[config.mk]
export PLATFORM = sky130hd
export DESIGN_NAME = mux_scan_serializer_flat
export DESIGN_NICKNAME = d
export VERILOG_FILES = /design/src/rtl/mux_scan_serializer_pkg.sv /design/src/rtl/mux_scan_serializer_if.sv /design/src/rtl/mux_scan_serializer_counter.sv /design/src/rtl/mux_scan_serializer.sv /design/src/flat_wrapper.sv
export SDC_FILE = /design/constraint.sdc
export NUM_CORES = 1
export LEC_CHECK = 0
export BUFFER_PORTS_ARGS = -buffer_cell sky130_fd_sc_hd__buf_2
export CORE_AREA = 3 3 73 75
export CTS_BUF_LIST = sky130_fd_sc_hd__clkbuf_4 sky130_fd_sc_hd__clkbuf_8
export DETAILED_ROUTE_END_ITERATION = 8
export DIE_AREA = 0 0 76 78
export HOLD_SLACK_MARGIN = 0.1
export PLACE_DENSITY = 0.68
export SLEW_MARGIN = 25
export SYNTH_ARGS = -nofsm -noshare
export SYNTH_HDL_FRONTEND = slang
export SYNTH_SLANG_ARGS = --single-unit
[constraint.sdc]
create_clock -name clk -period 1.9 [get_ports clk]
set_input_delay 0.475 -clock clk [delete_from_list [all_inputs] [get_ports clk]]
set_output_delay 0.475 -clock clk [all_outputs]
set_load 0.01 [all_outputs]
[src/rtl/mux_scan_serializer_pkg.sv]
// Shared definitions for the select-tree scan serializer.
// Widths here are also used by the 32:1 mux tree.
package mux_scan_serializer_pkg;

  localparam int SEL_W = 5;
  localparam int WIDTH = 1 << SEL_W;

  typedef enum logic {
    IDLE  = 1'b0,
    SHIFT = 1'b1
  } state_e;

endpackage

[src/rtl/mux_scan_serializer_if.sv]
// Load, mux-tree and serial-stream signals of the scan serializer.
// slave = serializer side, master = environment side.
interface mux_scan_serializer_if;
  import mux_scan_serializer_pkg::*;

  logic             load_valid;
  logic             load_ready;
  logic [WIDTH-1:0] load_data;
  logic [SEL_W-1:0] load_len;
  logic             load_msb_first;
  logic             abort;
  logic [WIDTH-1:0] mux_inp;
  logic [SEL_W-1:0] mux_sel;
  logic             mux_out;
  logic             ser_valid;
  logic             ser_ready;
  logic             ser_data;
  logic             ser_last;
  logic             busy;

  modport slave (
    input  load_valid, load_data,
    input  load_len, load_msb_first,
    input  abort, mux_out, ser_ready,
    output load_ready, mux_inp, mux_sel,
    output ser_valid, ser_data,
    output ser_last, busy
  );

  modport master (
    output load_valid, load_data,
    output load_len, load_msb_first,
    output abort, mux_out, ser_ready,
    input  load_ready, mux_inp, mux_sel,
    input  ser_valid, ser_data,
    input  ser_last, busy
  );

endinterface

[src/rtl/mux_scan_serializer_counter.sv]
// Loadable up/down select counter with terminal detect.
// Terminal index is 0 when descending, len when ascending.
module mux_scan_counter
  import mux_scan_serializer_pkg::*;
(
  input  logic             clk,
  input  logic             rst_n,
  input  logic             load_i,
  input  logic [SEL_W-1:0] load_val_i,
  input  logic             step_i,
  input  logic             dir_i,
  input  logic [SEL_W-1:0] len_i,
  output logic [SEL_W-1:0] sel_o,
  output logic             term_o
);

  logic [SEL_W-1:0] sel_q;
  logic [SEL_W-1:0] sel_d;

  always_comb begin
    sel_d = sel_q;
    if (load_i) begin
      sel_d = load_val_i;
    end else if (step_i) begin
      sel_d = dir_i ? sel_q - 1'b1
                    : sel_q + 1'b1;
    end
  end

  always_ff @(posedge clk or negedge rst_n) begin
    if (!rst_n) begin
      sel_q <= '0;
    end else begin
      sel_q <= sel_d;
    end
  end

  assign sel_o  = sel_q;
  assign term_o = dir_i ? (sel_q == '0)
                        : (sel_q == len_i);

endmodule

[src/rtl/mux_scan_serializer.sv]
// Holds a word on the mux tree and scans its select range,
// returning the tree output as a valid/ready serial stream.
module mux_scan_serializer
  import mux_scan_serializer_pkg::*;
(
  input logic                  clk,
  input logic                  rst_n,
  mux_scan_serializer_if.slave bus
);

  state_e           state_q, state_d;
  logic             load_ready_q, load_ready_d;
  logic [WIDTH-1:0] mux_inp_q;
  logic [SEL_W-1:0] len_q;
  logic             dir_q;
  logic             load_hs;
  logic             step;
  logic             term;
  logic [SEL_W-1:0] sel;
  logic [SEL_W-1:0] start_sel;

  assign start_sel = bus.load_msb_first ? bus.load_len
                                        : '0;

  mux_scan_counter u_cnt (
    .clk        (clk),
    .rst_n      (rst_n),
    .load_i     (load_hs),
    .load_val_i (start_sel),
    .step_i     (step),
    .dir_i      (dir_q),
    .len_i      (len_q),
    .sel_o      (sel),
    .term_o     (term)
  );

  always_comb begin
    state_d      = state_q;
    load_ready_d = load_ready_q;
    load_hs      = 1'b0;
    step         = 1'b0;
    unique case (state_q)
      IDLE: begin
        load_ready_d = 1'b1;
        if (bus.load_valid && load_ready_q) begin
          load_hs      = 1'b1;
          state_d      = SHIFT;
          load_ready_d = 1'b0;
        end
      end
      SHIFT: begin
        // a beat taken alongside abort still counts
        if ((bus.ser_ready && term) || bus.abort) begin
          state_d      = IDLE;
          load_ready_d = 1'b1;
        end else if (bus.ser_ready) begin
          step = 1'b1;
        end
      end
      default: ;
    endcase
  end

  always_ff @(posedge clk or negedge rst_n) begin
    if (!rst_n) begin
      state_q      <= IDLE;
      load_ready_q <= 1'b0;
      mux_inp_q    <= '0;
      len_q        <= '0;
      dir_q        <= 1'b0;
    end else begin
      state_q      <= state_d;
      load_ready_q <= load_ready_d;
      if (load_hs) begin
        mux_inp_q <= bus.load_data;
        len_q     <= bus.load_len;
        dir_q     <= bus.load_msb_first;
      end
    end
  end

  assign bus.load_ready = load_ready_q;
  assign bus.mux_inp    = mux_inp_q;
  assign bus.mux_sel    = sel;
  assign bus.ser_valid  = (state_q == SHIFT);
  assign bus.busy       = (state_q == SHIFT);
  assign bus.ser_data   = bus.mux_out;
  assign bus.ser_last   = (state_q == SHIFT) & term;

endmodule

[src/flat_wrapper.sv]
// flat-port wrapper written by rule: the top's interface ports become plain ports
module mux_scan_serializer_flat import mux_scan_serializer_pkg::*;
  (clk, rst_n, bus_load_valid, bus_load_data, bus_load_len, bus_load_msb_first, bus_abort, bus_mux_out, bus_ser_ready, bus_load_ready, bus_mux_inp, bus_mux_sel, bus_ser_valid, bus_ser_data, bus_ser_last, bus_busy);
  mux_scan_serializer_if bus_i ();
  input logic clk;
  input logic rst_n;
  input wire logic [$bits(bus_i.load_valid)-1:0] bus_load_valid;
  input wire logic [$bits(bus_i.load_data)-1:0] bus_load_data;
  input wire logic [$bits(bus_i.load_len)-1:0] bus_load_len;
  input wire logic [$bits(bus_i.load_msb_first)-1:0] bus_load_msb_first;
  input wire logic [$bits(bus_i.abort)-1:0] bus_abort;
  input wire logic [$bits(bus_i.mux_out)-1:0] bus_mux_out;
  input wire logic [$bits(bus_i.ser_ready)-1:0] bus_ser_ready;
  output wire logic [$bits(bus_i.load_ready)-1:0] bus_load_ready;
  output wire logic [$bits(bus_i.mux_inp)-1:0] bus_mux_inp;
  output wire logic [$bits(bus_i.mux_sel)-1:0] bus_mux_sel;
  output wire logic [$bits(bus_i.ser_valid)-1:0] bus_ser_valid;
  output wire logic [$bits(bus_i.ser_data)-1:0] bus_ser_data;
  output wire logic [$bits(bus_i.ser_last)-1:0] bus_ser_last;
  output wire logic [$bits(bus_i.busy)-1:0] bus_busy;
  assign bus_i.load_valid = bus_load_valid;
  assign bus_i.load_data = bus_load_data;
  assign bus_i.load_len = bus_load_len;
  assign bus_i.load_msb_first = bus_load_msb_first;
  assign bus_i.abort = bus_abort;
  assign bus_i.mux_out = bus_mux_out;
  assign bus_i.ser_ready = bus_ser_ready;
  assign bus_load_ready = bus_i.load_ready;
  assign bus_mux_inp = bus_i.mux_inp;
  assign bus_mux_sel = bus_i.mux_sel;
  assign bus_ser_valid = bus_i.ser_valid;
  assign bus_ser_data = bus_i.ser_data;
  assign bus_ser_last = bus_i.ser_last;
  assign bus_busy = bus_i.busy;
  mux_scan_serializer u_core (.clk(clk), .rst_n(rst_n), .bus(bus_i));
endmodule
==> impl_metrics.tcl, run 1 <==
set metrics [dict create \
    multi_input_area_um2 826 \
    status "complete, but fails checks" \
    holdBufCountCts 0 \
    cts_max_path_buffers 2 \
    final_layout_size_suffix_gt1_frac 0.361 \
    grt_start_max_net_pins 29 \
    cts.clk_slew.worst_paths_ns 0.08 \
    drc 0 \
    ys_seq_elements 45 \
    postCtsSetupBuffers 0 \
    required_ns 1.42 \
    report.final.slew_viol_count 0 \
    period_needed_ns 2.15 \
    num_io_pins 86 \
    reg2regPathDepth 7 \
    pre_cts_ws_ns 0.0346 \
    fin_worst_skew_ns 0.00328 \
    die_h_um 78 \
    ant_nets 0 \
    p_per_area_nw_per_um2 1660 \
    synthSimpleGateAreaFrac 0.264 \
    worst_pin_slew_ns 0.469 \
    worstSetupPathType "reg2out" \
    finalHoldViolations 0 \
    die_w_um 76 \
    grt_usage 0.159 \
    htreeDepth 2 \
    final_nets 361 \
    vias_per_cell 4.48 \
    antennaDiodeCount 0 \
    cts_root_buf "clkbuf_8" \
    yosysTopAreaCellShare 0.573 \
    synth_top_family_by_area "simple AND/OR/NAND/NOR gates" \
    wl_per_cell_um 11.5 \
    violations "setup timing" \
    start_util 0.416 \
    grt-ovfl-total 0 \
    syn_avg_cell_area_um2 8.97 \
    vias 1703 \
    dieArea_um2 5930 \
    antenna_found_initial 0 \
    synth_area_leaders "dfrtp_1 (57%), nand2_1 (23%), xor2_1 (3.1%)" \
    path_max_fanout 3 \
    cap_violations 0 \
    start_kind "flip-flop" \
    irDropWorstVdd_v 0.000680 \
    dr.pass1.iters 4 \
    syn_area_um2 1960 \
    synth-seq-area-share 0.573 \
    finalCritPeriodShare 1.13 \
    seqCellArea_um2 1130 \
    num_rows 25 \
    setup_ws_ns -0.248 \
    clkLatencyLatePin_ns 0.28 \
    r2r-start "u_core.dir_q" \
    cts_resized 2 \
    slew_headroom 0.686 \
    setup_viol 1 \
    dp_hpwl_um 3370 \
    final_cell_mix "nand2_1 (119), buf_2 (83), dfrtp_1 (44), buf_4 (14), xor2_1 (7)" \
    ys_types 25 \
    synth_fp_nets 267 \
    synth_compound_area_frac 0.0561 \
    hold-worst-slack_ns 0.133 \
    core_area_um2 4720 \
    areaGrowthSynthToFinish_pct 36.0 \
    p_leak_nw 1.51 \
    end_kind "output port" \
    r2r_slack_ns 0.09 \
    synthCells 219 \
    grt_pass1_vias 1727 \
    drtIter0Drc 91 \
    clock-sinks 45 \
    cts_tree "yes" \
    hold_path.class "in2async" \
    io_buffers 83 \
    cts_buffers 5 \
    place.gp.congestion 0.765 \
    synthAdderAreaFrac 0.0293 \
    grt_pass1_wl_um 7710 \
    wirelength_um 4390 \
    yosys_warnings 0 \
    cp.arrival_ns 1.67 \
    grt_setup_unrepaired "yes" \
    synthMuxAreaShare 0.0102 \
    final_common_cell "nand2_1" \
    fmax_mhz 466 \
    fillCellCount 443 \
    synth_top_cell_by_area "dfrtp_1" \
    synthXorXnorAreaFrac 0.0401 \
    r2r-end "u_core.u_cnt.sel_o[4]" \
]
[synth_stat cells]
cell,instances
a211oi_4,1
o21a_1,1
dfrtp_1,45
or4b_1,1
clkbuf_1,9
or2_1,1
inv_1,1
a21o_1,3
ha_1,3
o211ai_1,1
nor4_1,1
nor2_1,2
nor2b_1,2
o21ai_1,3
nand3_1,3
a21oi_1,6
nand2_1,119
nor3_2,1
fa_1,1
nor3_1,1
buf_4,2
xnor2_1,2
a211oi_1,1
xor2_1,7
mux2i_1,2
[how the worst max path moves through the flow]
stage,startpoint,end,cells after the start
2_1_floorplan,u_core.u_cnt.sel_o[2],bus_ser_last,4
3_3_place_gp,u_core.u_cnt.sel_o[2],bus_ser_last,5
3_5_place_dp,u_core.u_cnt.sel_o[3],bus_ser_last,5
4_1_cts,u_core.u_cnt.sel_o[3],bus_ser_last,5
5_1_grt,u_core.u_cnt.sel_o[2],bus_ser_last,5
6_report,u_core.u_cnt.sel_o[3],bus_ser_last,5
[cell type report]
| cell class | instances | area share |
|---|---|---|
| sequential | 45 | 0.422 |
| clock buffer | 7 | 0.0337 |
| multi-input combinational | 162 | 0.309 |
| inverter | 1 | 0.00141 |
| tap | 67 | 0.0314 |
| timing repair buffer | 98 | 0.202 |
[registers in the layout (all words and copies together) (netlist names)]
signal,flops
u_core.len_q,5
u_core.u_cnt.sel_o,5
u_core.bus.busy,1
u_core.bus.load_ready,1
u_core.dir_q,1
u_core.bus.mux_inp,32
[layer usage]
| metal | global-route usage | vias up | part of all wire |
|---|---|---|---|
| met5 | 0 | - | 0 |
| met1 | 0.206 | 779 | 0.46 |
| met3 | 0.0441 | 6 | 0.060 |
| met2 | 0.259 | 50 | 0.47 |
| li1 | - | 868 | - |
| met4 | 0.0543 | 0 | 0.012 |
[where the power goes]
group          switching, mW  internal (mW)
registers              0.251           1.41
clock network          0.289          0.303
logic                   1.24          0.952
total                   1.78           2.67
[cell families (layout without fill, tap and decap cells)]
family                     after synthesis  in the layout
xor gates and xnor gates                 9              9
DFF                                     45             45
muxes                                    2              2
and+or+nand+nor                        131            131
buffers and inverters                   12            106
adders and majority gates                4              4
AOI/OAI and AO/OA                       16             16
[worst max-delay path: stages (launching register included)]
cell and delay [ns]:
dfrtp_1 0.41, or4b_4 0.54, nor3_4 0.14, a21oi_2 0.05
nor2b_1 0.10, buf_2 0.13
[per-stage QoR]
step           total power [mW]  cell area [um^2]   util  cells  setup TNS, ns
4_1_cts                    4.50              2670  0.565    380         -0.272
3_5_place_dp               3.85              2560  0.543    373              0
2_1_floorplan              2.96              1980      -    219       -0.00969
3_3_place_gp               3.79              2560  0.543    373              0
5_1_grt                    4.84              2670  0.566    380         -0.359
6_report                   4.44              2670  0.566    380         -0.248
Note: power is estimated with default switching activity, not from simulation.
==> run 2: changes to the inputs <==
==> constraint.sdc (replaced) <==
create_clock -name clk -period 1.9 [get_ports clk]
set_input_delay 0.475 -clock clk [delete_from_list [all_inputs] [get_ports clk]]
set_output_delay 0.475 -clock clk [all_outputs]
set_load 0.05 [all_outputs]
==> run 2 against run 1 <==
Against the previous run:
- the flow still finishes with violations (setup timing)
- worst setup slack lost 0.063 ns
- utilization grew 1.1 points
- wire length grew 4.7%
- count of clock-buffer cells in the layout grew 1
- maximum frequency shrank 2.9%
- sequential cell count is the same
- register-to-register slack gained 0.02 ns
- first-iteration DRC count grew 8.8%
- die area is the same
- sequential share of layout area shrank 0.65 points
- via count grew 0.53%
==> impl_metrics.tcl, run 2 (same netlist as run 1, synthesis figures left out) <==
set metrics [dict create \
    end_kind "output port" \
    num_rows 25 \
    cts_max_path_buffers 2 \
    status "complete, but fails checks" \
    worst_pin_slew_ns 0.450 \
    fmax_mhz 452 \
    violations "setup timing" \
    clock-sinks 45 \
    required_ns 1.42 \
    hold_path.class "in2async" \
    drtIter0Drc 99 \
    setup_ws_ns -0.311 \
    cp.arrival_ns 1.74 \
    seqCellArea_um2 1130 \
    worstSetupPathType "reg2out" \
    start_util 0.416 \
    grt-ovfl-total 0 \
    final_nets 361 \
    cts.clk_slew.worst_paths_ns 0.08 \
    final_cell_mix "nand2_1 (119), buf_2 (82), dfrtp_1 (40), buf_4 (14), clkbuf_8 (6)" \
    cap_violations 0 \
    report.final.slew_viol_count 0 \
    wirelength_um 4600 \
    antenna_found_initial 0 \
    ant_nets 0 \
    slowest_delay_ns 0.55 \
    cts_root_buf "clkbuf_8" \
    clkLatencyLatePin_ns 0.29 \
    largest_reg_flops 32 \
    cts_tree "yes" \
    setup_viol 1 \
    grt_pass1_wl_um 7900 \
    final_common_cell "nand2_1" \
    htreeDepth 2 \
    r2r_slack_ns 0.11 \
    wl_per_cell_um 12.1 \
    grt_usage 0.166 \
    period_needed_ns 2.21 \
    crit_buf_inv 1 \
    slew_headroom 0.699 \
    vias 1712 \
    fin_setup_tns_ns -0.311 \
    dr.pass1.iters 4 \
    dieArea_um2 5930 \
    final_layout_size_suffix_gt1_frac 0.392 \
    crit_family "simple AND/OR/NAND/NOR gates" \
    fin_worst_skew_ns 0.00989 \
    finalHoldViolations 0 \
    place.gp.congestion 0.826 \
    postCtsSetupBuffers 0 \
    grt_setup_unrepaired "yes" \
    cp_slowest_cell "or4b_4" \
    io_buffers 83 \
    grt_start_max_net_pins 25 \
    antennaDiodeCount 0 \
    vias_per_cell 4.49 \
    multi_input_area_um2 870 \
    crit_chain "or4b_4 -> nor3_4 -> a21oi_2 -> nor2b_4 -> buf_6" \
    path_max_fanout 2 \
    cts_buffers 5 \
    drc 0 \
    start_kind "flip-flop" \
    holdBufCountCts 0 \
    core_area_um2 4720 \
    dp_hpwl_um 3470 \
    die_w_um 76 \
    areaGrowthSynthToFinish_pct 38.7 \
    die_h_um 78 \
    finalCritPeriodShare 1.16 \
    grt_pass1_vias 1702 \
    num_io_pins 86 \
    fillCellCount 438 \
]
==> run 2: repair_timing <==
item                                    4_1_cts  5_1_grt
resized for setup                             5        6
pin swaps                                     2        6
endpoints found under the setup margin        1        5
==> run 2: metal layers <==
metal / share of wire / global-route usage
met5: 0 / 0
met3: 0.056 / 0.0394
met1: 0.45 / 0.217
met2: 0.48 / 0.274
met4: 0.011 / 0.0489
==> run 2: final cells by class <==
type                       count  share of cell area
sequential                    45               0.416
multi-input combinational    162               0.319
timing repair buffer          98               0.197
clock buffer                   8              0.0358
tap                           67              0.0308
inverter                       1             0.00138
==> run 2: worst paths after layout <==
path                            depth (start not counted)              startpoint                endpoint
max in group asynchronous                               2                   rst_n  u_core.bus.mux_inp[26]
worst min register to register                          2  u_core.bus.mux_inp[14]  u_core.bus.mux_inp[14]
min in group clk                                        3        bus_load_data[4]   u_core.bus.mux_inp[4]
worst min-delay path                                    1                   rst_n  u_core.bus.mux_inp[31]
worst max register to register                          7   u_core.u_cnt.sel_o[3]   u_core.u_cnt.sel_o[2]
worst max-delay path                                    5   u_core.u_cnt.sel_o[2]            bus_ser_last
==> run 2: metrics by stage <==
stage	hold slack [ns]	worst slack, ns	cell area (um^2)	instances	utilization
global placement	0.430	-0.100	2560	373	0.543
CTS	0.107	-0.333	2690	381	0.569
global route	0.119	-0.391	2730	381	0.577
detailed placement	0.429	-0.120	2560	373	0.543
finish	0.0959	-0.311	2730	381	0.577
floorplan	0.179	-0.262	1990	219	-
Power of run 2 is left out: the tool's default activity adds up to more than one toggle a clock period on the data nets, which glitch-free logic cannot reach.
==> run 3: changes to the inputs <==
--- a/config.mk
+++ b/config.mk
@@ -12,6 +12,7 @@
 export DIE_AREA = 0 0 76 78
 export HOLD_SLACK_MARGIN = 0.1
 export PLACE_DENSITY = 0.68
+export REMOVE_ABC_BUFFERS = 1
 export SLEW_MARGIN = 25
 export SYNTH_ARGS = -nofsm -noshare
 export SYNTH_HDL_FRONTEND = slang
==> run 3 against run 2 <==
Against the previous run:
- the flow still finishes with violations (setup timing)
- first-iteration DRC count down 36%
- highest routed layer unchanged
- sequential share of layout area grew 0.80 points
- critical endpoint unchanged
- non-clock buffer count stayed put
- design area fell by 2.4%
- hold slack improved by 0.16 ns
- die area did not move
- largest cell class unchanged
==> impl_metrics.tcl, run 3 (same netlist as run 1, synthesis figures left out) <==
set metrics [dict create \
    status "complete, but fails checks" \
    violations "setup timing" \
    drtIter0Drc 63 \
    cp_slowest_cell "or4b_4" \
    crit_buf_inv 1 \
    crit_chain "or4b_4 -> nor3_4 -> a21oi_2 -> nor2b_1 -> buf_6" \
    num_rows 25 \
    core_area_um2 4720 \
    routed.top_layer "met4" \
    worstSetupPathType "reg2out" \
    holdBufCountCts 0 \
    antennaDiodeCount 0 \
    dr.pass1.iters 4 \
    seqCellArea_um2 1130 \
    ant_nets 0 \
    io_buffers 83 \
    cts_buffers 5 \
    r2r-start "u_core.u_cnt.sel_o[0]" \
    vias 1720 \
    layoutNonFillerInstCount 381 \
    drc 0 \
    hold-worst-slack_ns 0.256 \
    required_ns 1.42 \
    grt_pass1_vias 1739 \
    grt_pass1_wl_um 7880 \
    cts_root_buf "clkbuf_8" \
    die_h_um 78 \
    fmax_mhz 444 \
    fillCellCount 460 \
    grt_usage 0.165 \
    final_layout_size_suffix_gt1_frac 0.363 \
    areaGrowthSynthToFinish_pct 35.4 \
    dieArea_um2 5930 \
    finalHoldViolations 0 \
    antenna_found_initial 0 \
    fin_worst_skew_ns 0.00281 \
    start_util 0.416 \
    dr_wl_met3_um 305 \
    clkLatencyLatePin_ns 0.29 \
    grt-ovfl-total 0 \
    r2r-end "u_core.u_cnt.sel_o[4]" \
    crit_family "simple AND/OR/NAND/NOR gates" \
    slowest_delay_ns 0.54 \
    start_kind "flip-flop" \
    cap_violations 0 \
    report.final.slew_viol_count 0 \
    cts_max_path_buffers 2 \
    dp_hpwl_um 3410 \
    path_max_fanout 4 \
    final_nets 361 \
    finalCritPeriodShare 1.18 \
    vias_per_cell 4.51 \
    hold_path.class "in2async" \
    dp.cells 372 \
    largest_reg_flops 32 \
    met1_length_um 2010 \
    irDropWorstVdd_v 0.000802 \
    end_kind "output port" \
    worst_pin_slew_ns 0.553 \
    slew_headroom 0.632 \
    final_cell_mix "nand2_1 (119), buf_2 (82), dfrtp_1 (45), buf_4 (15), xor2_1 (7)" \
    final_common_cell "nand2_1" \
    multi_input_area_um2 820 \
    p_per_area_nw_per_um2 2140 \
    place.gp.congestion 0.828 \
    postLayoutCoreUtil 0.563 \
    cts_tree "yes" \
    wl_met2_um 2180 \
    grt_start_max_net_pins 46 \
    cts.clk_slew.worst_paths_ns 0.08 \
    die_w_um 76 \
    cp.arrival_ns 1.78 \
    wl_per_cell_um 12.0 \
    total_power_mw 5.70 \
    wirelength_um 4560 \
    p_leak_nw 1.51 \
    reg2regPathDepth 7 \
    grt_setup_unrepaired "yes" \
    clock-sinks 45 \
    htreeDepth 2 \
    setup_viol 1 \
    period_needed_ns 2.25 \
    num_io_pins 86 \
    setup_ws_ns -0.351 \
    r2r_slack_ns 0.13 \
]
## run 3: stage by stage
step	area, um^2	setup TNS, ns	worst slack [ns]
after floorplan	1920	-28.04	-0.799
after global placement	2530	-0.0895	-0.0895
after detailed placement	2530	-0.112	-0.112
after CTS	2640	-0.370	-0.370
after global routing	2660	-0.433	-0.433
final	2660	-0.351	-0.351
## run 3: worst max-delay path by stage
stage	start	endpoint	slack, ns	cells past startpoint
3_3_place_gp	u_core.u_cnt.sel_o[3]	bus_ser_last	-0.09	5
6_report	u_core.u_cnt.sel_o[3]	bus_ser_last	-0.35	5
3_5_place_dp	u_core.u_cnt.sel_o[3]	bus_ser_last	-0.11	5
5_1_grt	u_core.u_cnt.sel_o[3]	bus_ser_last	-0.43	5
4_1_cts	u_core.u_cnt.sel_o[3]	bus_ser_last	-0.37	5
2_1_floorplan	u_core.u_cnt.sel_o[1]	bus_ser_last	-0.80	4
## run 3: cell type report
cell class | instances | share of cell area
timing repair buffer | 98 | 0.201
clock buffer | 8 | 0.0344
multi-input combinational | 162 | 0.308
inverter | 1 | 0.00141
tap | 67 | 0.0315
sequential | 45 | 0.424
## run 3: where the power goes
part | internal, mW | leakage (nW) | switching (mW)
clock | 0.304 | 0.0498 | 0.302
combinational | 0.952 | 0.902 | 2.46
sequential | 1.41 | 0.554 | 0.263
## run 3: metal layers
layer / GRT usage / up-vias
met5: 0 / -
met4: 0.0598 / 0
met3: 0.0418 / 7
met2: 0.278 / 54
met1: 0.205 / 790
li1: - / 869
## run 3: repair_timing
item                       4_1_cts  5_1_grt
cloned                           0        0
pin swaps                        0        2
setup endpoints to repair        1        2
gates resized for setup          4        4
buffers inserted                 1        0
